==> config.mk <==
export PLATFORM = sky130hd
export DESIGN_NAME = id_ex_pipe_reg
export DESIGN_NICKNAME = d
export VERILOG_FILES = /design/src/rtl/id_ex_pipe_reg.sv
export SDC_FILE = /design/constraint.sdc
export NUM_CORES = 1
export LEC_CHECK = 0
export ABC_AREA = 1
export CORE_UTILIZATION = 39
export CTS_CLUSTER_SIZE = 24
export DETAILED_ROUTE_END_ITERATION = 12
export PLACE_DENSITY_LB_ADDON = 0.25
export SETUP_SLACK_MARGIN = 0.5
export SLEW_MARGIN = 40
export SYNTH_ARGS = -nofsm -noshare
export SYNTH_HDL_FRONTEND = slang
export SYNTH_SLANG_ARGS = --single-unit
==> constraint.sdc <==
create_clock -name clk_i -period 8 [get_ports clk_i]
set_input_delay 1.6 -clock clk_i [delete_from_list [all_inputs] [get_ports clk_i]]
set_output_delay 1.6 -clock clk_i [all_outputs]
set_load 0.005 [all_outputs]
==> src/rtl/id_ex_pipe_reg.sv <==
// ID/EX pipeline register with load-use hazard detection.
// Inserts a bubble and freezes PC and IF/ID when EX holds a load whose destination ID reads.
module id_ex_pipe_reg #(
  parameter int CTRL_W    = 10,
  parameter int MEMRD_BIT = 3,
  parameter int REGWR_BIT = 0
) (
  input  logic              clk_i,
  input  logic              rst_i,
  input  logic              stall_i,
  input  logic              flush_i,
  input  logic              valid_i,
  input  logic [31:0]       pc_plus4_i,
  input  logic [31:0]       rs_data_i,
  input  logic [31:0]       rt_data_i,
  input  logic [31:0]       imm_ext_i,
  input  logic [4:0]        rs_addr_i,
  input  logic [4:0]        rt_addr_i,
  input  logic [4:0]        rd_addr_i,
  input  logic [CTRL_W-1:0] ctrl_i,
  output logic              valid_o,
  output logic [31:0]       pc_plus4_o,
  output logic [31:0]       rs_data_o,
  output logic [31:0]       rt_data_o,
  output logic [31:0]       imm_ext_o,
  output logic [4:0]        rs_addr_o,
  output logic [4:0]        rt_addr_o,
  output logic [4:0]        rd_addr_o,
  output logic [CTRL_W-1:0] ctrl_o,
  output logic              hazard_o,
  output logic              pc_write_o,
  output logic              if_id_write_o
);

  // Control-bit indices must address distinct bits inside the bundle.
  if (MEMRD_BIT >= CTRL_W || REGWR_BIT >= CTRL_W || MEMRD_BIT == REGWR_BIT) begin : g_bad_ctrl_bits
    $error("id_ex_pipe_reg: MEMRD_BIT/REGWR_BIT out of range or overlapping");
  end

  logic              vld_p1;
  logic [31:0]       pc_plus4_p1;
  logic [31:0]       rs_data_p1;
  logic [31:0]       rt_data_p1;
  logic [31:0]       imm_ext_p1;
  logic [4:0]        rs_addr_p1;
  logic [4:0]        rt_addr_p1;
  logic [4:0]        rd_addr_p1;
  logic [CTRL_W-1:0] ctrl_p1;
  logic              hazard;
  logic              freeze;

  // $0 is hard-wired zero, so a load targeting it never creates a dependency.
  always_comb begin
    hazard = vld_p1 & ctrl_p1[MEMRD_BIT] & (rt_addr_p1 != 5'd0) & valid_i &
             ((rt_addr_p1 == rs_addr_i) | (rt_addr_p1 == rt_addr_i));
    freeze = hazard | stall_i;
  end

  // ID -> EX stage boundary
  always_ff @(posedge clk_i or posedge rst_i) begin
    if (rst_i) begin
      vld_p1      <= 1'b0;
      ctrl_p1     <= '0;
      pc_plus4_p1 <= '0;
      rs_data_p1  <= '0;
      rt_data_p1  <= '0;
      imm_ext_p1  <= '0;
      rs_addr_p1  <= '0;
      rt_addr_p1  <= '0;
      rd_addr_p1  <= '0;
    end else if (flush_i || (!stall_i && hazard)) begin
      vld_p1      <= 1'b0;
      ctrl_p1     <= '0;
      pc_plus4_p1 <= pc_plus4_i;
      rs_data_p1  <= rs_data_i;
      rt_data_p1  <= rt_data_i;
      imm_ext_p1  <= imm_ext_i;
      rs_addr_p1  <= rs_addr_i;
      rt_addr_p1  <= rt_addr_i;
      rd_addr_p1  <= rd_addr_i;
    end else if (!stall_i) begin
      vld_p1      <= valid_i;
      ctrl_p1     <= valid_i ? ctrl_i : '0;
      pc_plus4_p1 <= pc_plus4_i;
      rs_data_p1  <= rs_data_i;
      rt_data_p1  <= rt_data_i;
      imm_ext_p1  <= imm_ext_i;
      rs_addr_p1  <= rs_addr_i;
      rt_addr_p1  <= rt_addr_i;
      rd_addr_p1  <= rd_addr_i;
    end
  end

  assign valid_o       = vld_p1;
  assign ctrl_o        = ctrl_p1;
  assign pc_plus4_o    = pc_plus4_p1;
  assign rs_data_o     = rs_data_p1;
  assign rt_data_o     = rt_data_p1;
  assign imm_ext_o     = imm_ext_p1;
  assign rs_addr_o     = rs_addr_p1;
  assign rt_addr_o     = rt_addr_p1;
  assign rd_addr_o     = rd_addr_p1;
  assign hazard_o      = hazard & ~rst_i;
  assign pc_write_o    = rst_i | ~freeze;
  assign if_id_write_o = rst_i | ~freeze;

endmodule

Word level (Yosys, flattened, before mapping) --
Index checks and enable logic that the tools add are counted.
Cells by class: bitwise gates (word level) 10, reductions and logical operators 4, mux-type cells 19, equality and inequality tests 3
Operator list (number):
- $mux W32 | 8
- $mux W10 | 3
- $mux W5 | 6
- $eq A5 B5 Y1 | 2
- $and A1 B1 Y1 | 5
- $reduce_bool A5 Y1 | 1
- $or A1 B1 Y1 | 3
- $mux W1 | 2
- $ne A2 B1 Y1 const B | 1
- $not A1 Y1 | 2
- $logic_and A1 B1 Y1 | 1
- $logic_not A1 Y1 | 1
- $logic_or A1 B1 Y1 | 1
Storage, ports and cells: word-level logic and storage cells 45, flip-flop bits (word level) 154, input port bits 158, output and inout port bits 157

Logic depth before layout (Yosys ltp) --
Gate-level depths: netlist of run 1.
word-level depth 7, mapped depth 10, gate-level depth less buffers 9

Worst setup path after synthesis of run 1 --
Ideal clock, no wire load.
path type input to output, from in rst_i, to out pc_write_o, slack 929 ps, stages on the path 3, arrival 5471 ps, path buffers 1, data required time 6400 ps, path through inv_1 -> nand2_1 -> buf_4
On the way: longest elaborated chain between the ends 1
Ends and longest elaborated chain:
- start, declared | line 9 | input logic rst_i,
- $or A1 B1 Y1
- end, declared | line 31 | output logic pc_write_o,
No other way between the ends.

Worst setup path in the final report of run 1 --
from in rt_addr_i[4], to out hazard_o
On the way: longest elaborated chain between the ends 4
Ends and longest elaborated chain:
- start, declared | line 18 | input logic [4:0] rt_addr_i,
- $eq A5 B5 Y1 | line 55 | ((rt_addr_p1 == rs_addr_i) | (rt_addr_p1 == rt_addr_i));
- $or A1 B1 Y1 | line 55
- $and A1 B1 Y1 | line 54 | hazard = vld_p1 & ctrl_p1[MEMRD_BIT] & (rt_addr_p1 != 5'd0) & valid_i &
- $and A1 B1 Y1 | line 103 | assign hazard_o = hazard & ~rst_i;
- end, declared | line 30 | output logic hazard_o,
No other way between the ends.

==> results of run 1 <==
[flip-flops by register name, indices dropped and copies added (netlist names)]
register,count
ctrl_o,10
valid_o,1
rt_data_o,32
rs_addr_o,5
rt_addr_o,5
rd_addr_o,5
rs_data_o,32
imm_ext_o,32
pc_plus4_o,32
[critical path: cells and delay by family]
family	cells	cell delay (ns)
buffers and inverters	3	1.04
and+or+nand+nor	7	0.60
[worst min-delay path by stage]
stage | startpoint | end | slack (ns) | cells past startpoint
final | rs_data_o[17] | rs_data_o[17] | 0.47 | 2
after global routing | rs_data_o[12] | rs_data_o[12] | 0.49 | 2
after CTS | imm_ext_o[4] | imm_ext_o[4] | 0.48 | 2
after detailed placement | imm_ext_o[4] | imm_ext_o[4] | 0.46 | 2
after global placement | rs_data_o[17] | rs_data_o[17] | 0.46 | 2
after floorplan | imm_ext_o[0] | imm_ext_o[0] | 0.47 | 2
[synth_stat cells, types with 2 or more instances]
cell / number
nand2_1: 458
dfrtp_1: 154
buf_2: 28
inv_1: 25
nor2_1: 18
nand3_1: 14
o21ai_0: 9
clkbuf_1: 5
inv_2: 3
buf_4: 2
xnor2_1: 2
[through the flow]
| step | cell area (µm²) | worst slack [ns] | hold WS, ns | cells | utilization, % |
|---|---|---|---|---|---|
| 2_1_floorplan | 6100 | 0.929 | 0.472 | 723 | - |
| 3_5_place_dp | 9380 | 3.13 | 0.464 | 1217 | 61.5 |
| 5_1_grt | 9990 | 2.96 | 0.490 | 1249 | 65.5 |
| 4_1_cts | 9990 | 3.13 | 0.480 | 1249 | 65.5 |
| 3_3_place_gp | 9370 | 3.15 | 0.461 | 1217 | 61.4 |
| 6_report | 9990 | 3.15 | 0.475 | 1250 | 65.5 |
[report_power, final]
part / internal [µW] / switching (µW) / total, µW
Sequential: 842 / 35.2 / 877
Combinational: 205 / 134 / 339
Clock: 487 / 322 / 809
[cell families (layout without fill, tap and decap cells)]
group                  Yosys count  after routing  share of synthesized area (%)
flip-flops                     154            154                           63.2
AND/OR/NAND/NOR                494            494                           31.1
other                            0              1                              0
AO/OA/AOI/OAI                   10             10                          0.861
XOR/XNOR                         2              2                          0.287
buffers and inverters           63            378                           4.57
[per-layer routing]
metal | vias to the layer above | GRT usage [%] | routed length, µm
met5 | - | 0 | 0
met4 | 0 | 10.9 | 596
met3 | 40 | 7.91 | 1430
met2 | 216 | 36.7 | 8390
met1 | 2535 | 25.6 | 6950
li1 | 2782 | - | -
[final cells by class]
| type | instances | area (µm²) | share of cell area (%) |
|---|---|---|---|
| sequential | 154 | 3850 | 38.6 |
| multi-input combinational | 506 | 1970 | 19.7 |
| inverter | 28 | 113 | 1.13 |
| timing repair buffer | 318 | 3190 | 31.9 |
| clock inverter | 12 | 138 | 1.38 |
| tap | 211 | 264 | 2.64 |
| clock buffer | 20 | 467 | 4.67 |
| antenna | 1 | 2.50 | 0.0250 |
==> qor.yml, run 1 <==
setup-tns-final_ns: 0
route.antenna.remaining_nets: 0
cts-buffers-inserted: 17
power_density_nw_per_um2: 203
grt_max_degree: 101
drc: 0
critical_path.max_fanout: 3
synth_seq_cells: 154
arrival_ns: 3.25
grt_pass1_vias: 5376
dr.pass1.iters: 4
critical-path-max-stage-delay_ns: 0.51
hold_viol_final: 0
syn_area_um2: 6100
synth_edf_count: 0
die_w_um: 127
finClkSkew_ns: 0.00668
cts_tree: "built"
cp_cell_sequence: "clkdlybuf4s50_1 > inv_1 > nand2_1 > nand2_1 > nor2_1 > nand3_1 > nand2_2 > nand2_1 > nor2_1 > clkdlybuf4s50_1"
yosys_warnings: 0
startpoint: "rt_addr_i[4]"
crit_type: "in -> out"
reg2reg_from: "rt_addr_o[1]"
clkLatencyLatePin_ns: 0.41
synth-async-reset-ratio_pct: 100
fp.dieH_um: 127
maxCapViolations: 0
setup_viol: 0
ff2ff_setup_slack_ns: 6.64
fin_crit_sh_pct: 60.7
vias: 5573
pin_count: 315
ir_drop_v: 0.000147
drt_iter0_drc: 310
gp_congestion: 0.824
grt_setup_unrepaired: "no"
start_kind: "input port"
maxSlewHeadroom_pct: 49.8
hpwl_um: 12100
grt.total_usage_pct: 22.2
synthTopCellsByArea: "dfrtp_1 63%, nand2_1 28%, buf_2 2.3%"
min_period_ns: 4.85
coreArea_um2: 15300
synth_cell_types: 16
wirelength_um: 17400
mostFrequentLayoutCell: "nand2_1"
ctsResizeCount: 0
drive_gt1_share_pct: 4.14
antenna_found_initial: 1
area_growth_pct: 63.8
clkTransAtPathRegs_ns: 0.06
fmaxAchievable_mhz: 206
ys.flop_type: "dfrtp_1"
final_max_slew_viol_count: 0
numPortBuffers: 314
fp-row-count: 45
tightest_slew_ns: 0.750
die_area_um2: 16100
status: "completed"
nets: 1183
fill_cells: 1275
total_power_uw: 2030
start_util_pct: 40.0
grt_pass1_wl_um: 27500
cts_sinks: 154
clock_path_buffers: 2
root_buffer: "clkbuf_16"
ff2ff_path_depth: 9
layout_common_cells: "458 x nand2_1, 314 x clkdlybuf4s50_1, 154 x dfrtp_1"
routedWlPerCell_um: 13.9
cp_data_required_time_ns: 6.40
cpMostUsedCell: "nand2_1"
synthesis.nets: 881
grt_overflow_total: 0
yosysTopAreaCell: "dfrtp_1"
p_leak_uw: 0.00492
synth_area_per_cell_um2: 8.44
post_cts_buffers: 0
cts_max_level: 4
seq_area_frac_synth_pct: 63.2
via_per_inst: 4.46
slowest_stage: "clkdlybuf4s50_1"
synthCells: 723
hold_class: "reg -> reg"
endpoint_kind: "output pin"
hold_buffers: 0
synth_top_area_share_pct: 63.2
cp-endpoint: "hazard_o"
r2r-end: "ctrl_o[1]"
(Power assumes the default switching activity.)
==> inputs of run 2 (changes only) <==
--- a/config.mk
+++ b/config.mk
@@ -6,7 +6,7 @@
 export NUM_CORES = 1
 export LEC_CHECK = 0
 export ABC_AREA = 1
-export CORE_UTILIZATION = 39
+export CORE_UTILIZATION = 36
 export CTS_CLUSTER_SIZE = 24
 export DETAILED_ROUTE_END_ITERATION = 12
 export PLACE_DENSITY_LB_ADDON = 0.25
==> constraint.sdc (replaced) <==
create_clock -name clk_i -period 3.9 [get_ports clk_i]
set_input_delay 0.78 -clock clk_i [delete_from_list [all_inputs] [get_ports clk_i]]
set_output_delay 0.78 -clock clk_i [all_outputs]
set_load 0.005 [all_outputs]
==> run 2 against run 1 <==
Against the previous run: first-iteration DRC count down 27%; design area increased by 0.55%; critical path depth did not move; sequential share of layout area shrank 0.21 points; critical path type unchanged.
==> qor.yml, run 2 (same netlist as run 1, synthesis figures left out) <==
cts_tree: "built"
holdPathStages: 2  # unchanged
finClkSkew_ns: 0.00270  # -0.00398 ns
fp-row-count: 47  # +4.4%
mostFrequentLayoutCell: "nand2_1"
setup-tns-final_ns: 0  # unchanged
arrival_ns: 2.42  # -0.83 ns
tightest_slew_ns: 0.798  # +0.0483 ns
vias: 5504  # -1.2%
root_buffer: "clkbuf_16"
cts_max_level: 4  # unchanged
min_to: "rs_data_o[27]"
status: "completed"
pin_count: 315  # unchanged
ir_drop_v: 0.000297  # +100%
crit_type: "in -> out"
drive_gt1_share_pct: 4.04  # -0.10 points
grt.total_usage_pct: 20.1  # -2.1 points
drt_iter0_drc: 226  # -27%
endpoint_kind: "output pin"
drc: 0  # unchanged
layout_common_cells: "458 x nand2_1, 314 x clkdlybuf4s50_1, 154 x dfrtp_1"
ff2ff_setup_slack_ns: 2.54  # -4.10 ns
cp_data_required_time_ns: 3.12  # -3.28 ns
grt_pass1_wl_um: 27600  # +0.30%
numPortBuffers: 314  # unchanged
route.antenna.remaining_nets: 0  # unchanged
start_util_pct: 36.8  # -3.2 points
die_area_um2: 17500  # +8.2%
cts-buffers-inserted: 17  # unchanged
power_density_nw_per_um2: 415  # +100%
setup_viol: 0  # unchanged
area_growth_pct: 64.7
final_max_slew_viol_count: 0  # unchanged
min_period_ns: 3.20
fp.dieH_um: 132  # +4.0%
total_power_uw: 4170  # +110%
clkTransAtPathRegs_ns: 0.06  # about the same
grt_overflow_total: 0  # unchanged
ff2ff_path_depth: 9  # unchanged
hold_viol_final: 0  # unchanged
clock_path_buffers: 2  # unchanged
fin_crit_sh_pct: 82.0
routedWlPerCell_um: 13.6  # -1.9%
start_kind: "input port"
via_per_inst: 4.37  # -1.9%
hold_class: "reg -> reg"
post_cts_buffers: 0  # unchanged
r2r-end: "ctrl_o[1]"
cts_sinks: 154  # unchanged
maxCapViolations: 0  # unchanged
antenna_found_initial: 0  # -1
dr.pass1.iters: 4  # unchanged
fmaxAchievable_mhz: 313
coreArea_um2: 16600  # +8.7%
critical_path.max_fanout: 3  # unchanged
diodes: 0  # -1
worstHoldStart: "rs_data_o[27]"
reg2reg_from: "rt_addr_o[1]"
final_util_pct: 60.6  # -4.9 points
fill_cells: 1443  # +13%
grt_setup_unrepaired: "no"
startpoint: "rt_addr_i[1]"
p_leak_uw: 0.00495  # +0.47%
grt_max_degree: 170  # +68%
die_w_um: 132  # +4.0%
ctsResizeCount: 0  # unchanged
maxSlewHeadroom_pct: 46.8  # -3.0 points
hpwl_um: 11600  # -4.2%
hold_buffers: 0  # unchanged
clkLatencyLatePin_ns: 0.41  # about the same
timing.hold.ws_ns: 0.476  # +0.000684 ns
wirelength_um: 17200  # -1.2%
grt_pass1_vias: 5347  # -0.54%
gp_congestion: 0.824  # about the same
nets: 1184  # +0.085%
run 2: cell count changes in the layout (fill, tap and decap cells not counted), sizes merged:
| cell | before | now |
|---|---|---|
| inv | 31 | 30 |
| bufinv | 2 | 3 |
| diode | 1 | 0 |
| clkbuf | 21 | 19 |
| clkinv | 2 | 5 |
| clkinvlp | 5 | 3 |
| buf | 3 | 5 |
run 2: stage by stage:
stage | std cells | setup slack, ns | instance area (µm²)
6_report | 1259 | 0.702 | 10000
4_1_cts | 1258 | 0.696 | 10000
2_1_floorplan | 723 | -0.353 | 6100
5_1_grt | 1259 | 0.565 | 10000
3_3_place_gp | 1226 | 0.724 | 9420
3_5_place_dp | 1226 | 0.710 | 9420
run 2: worst max-delay path by stage:
stage | end | slack (ns) | cells after the start
floorplan | pc_write_o | -0.35 | 3
global placement | hazard_o | 0.72 | 10
detailed placement | hazard_o | 0.71 | 10
CTS | hazard_o | 0.70 | 10
global route | hazard_o | 0.57 | 10
finish | hazard_o | 0.70 | 10
run 2: critical path, stage by stage:
cell and delay [ns]:
clkdlybuf4s50_1 0.47, inv_1 0.05, nand2_1 0.05, nand2_1 0.05
nor2_1 0.12, nand3_1 0.10, nand2_2 0.10, nand2_1 0.09
nor2_1 0.10, clkdlybuf4s50_1 0.50
run 2: per-layer routing:
layer	routed length, µm	track usage, %
met3	1170	5.69
met2	8620	33.9
met4	422	8.43
met5	0	0
met1	6940	24.1
run 2: layout make-up:
class,count,area [µm²],area share (%)
timing repair buffer,319,3240,32.2
inverter,28,111,1.11
tap,220,275,2.74
sequential,154,3850,38.4
clock inverter,13,168,1.67
multi-input combinational,506,1970,19.6
clock buffer,19,433,4.31
run 2: power by group:
part / leakage [µW] / internal (µW) / switching, µW
combinational: 0.00280 / 427 / 273
clock: 0.000288 / 1010 / 660
sequential: 0.00186 / 1730 / 72.7
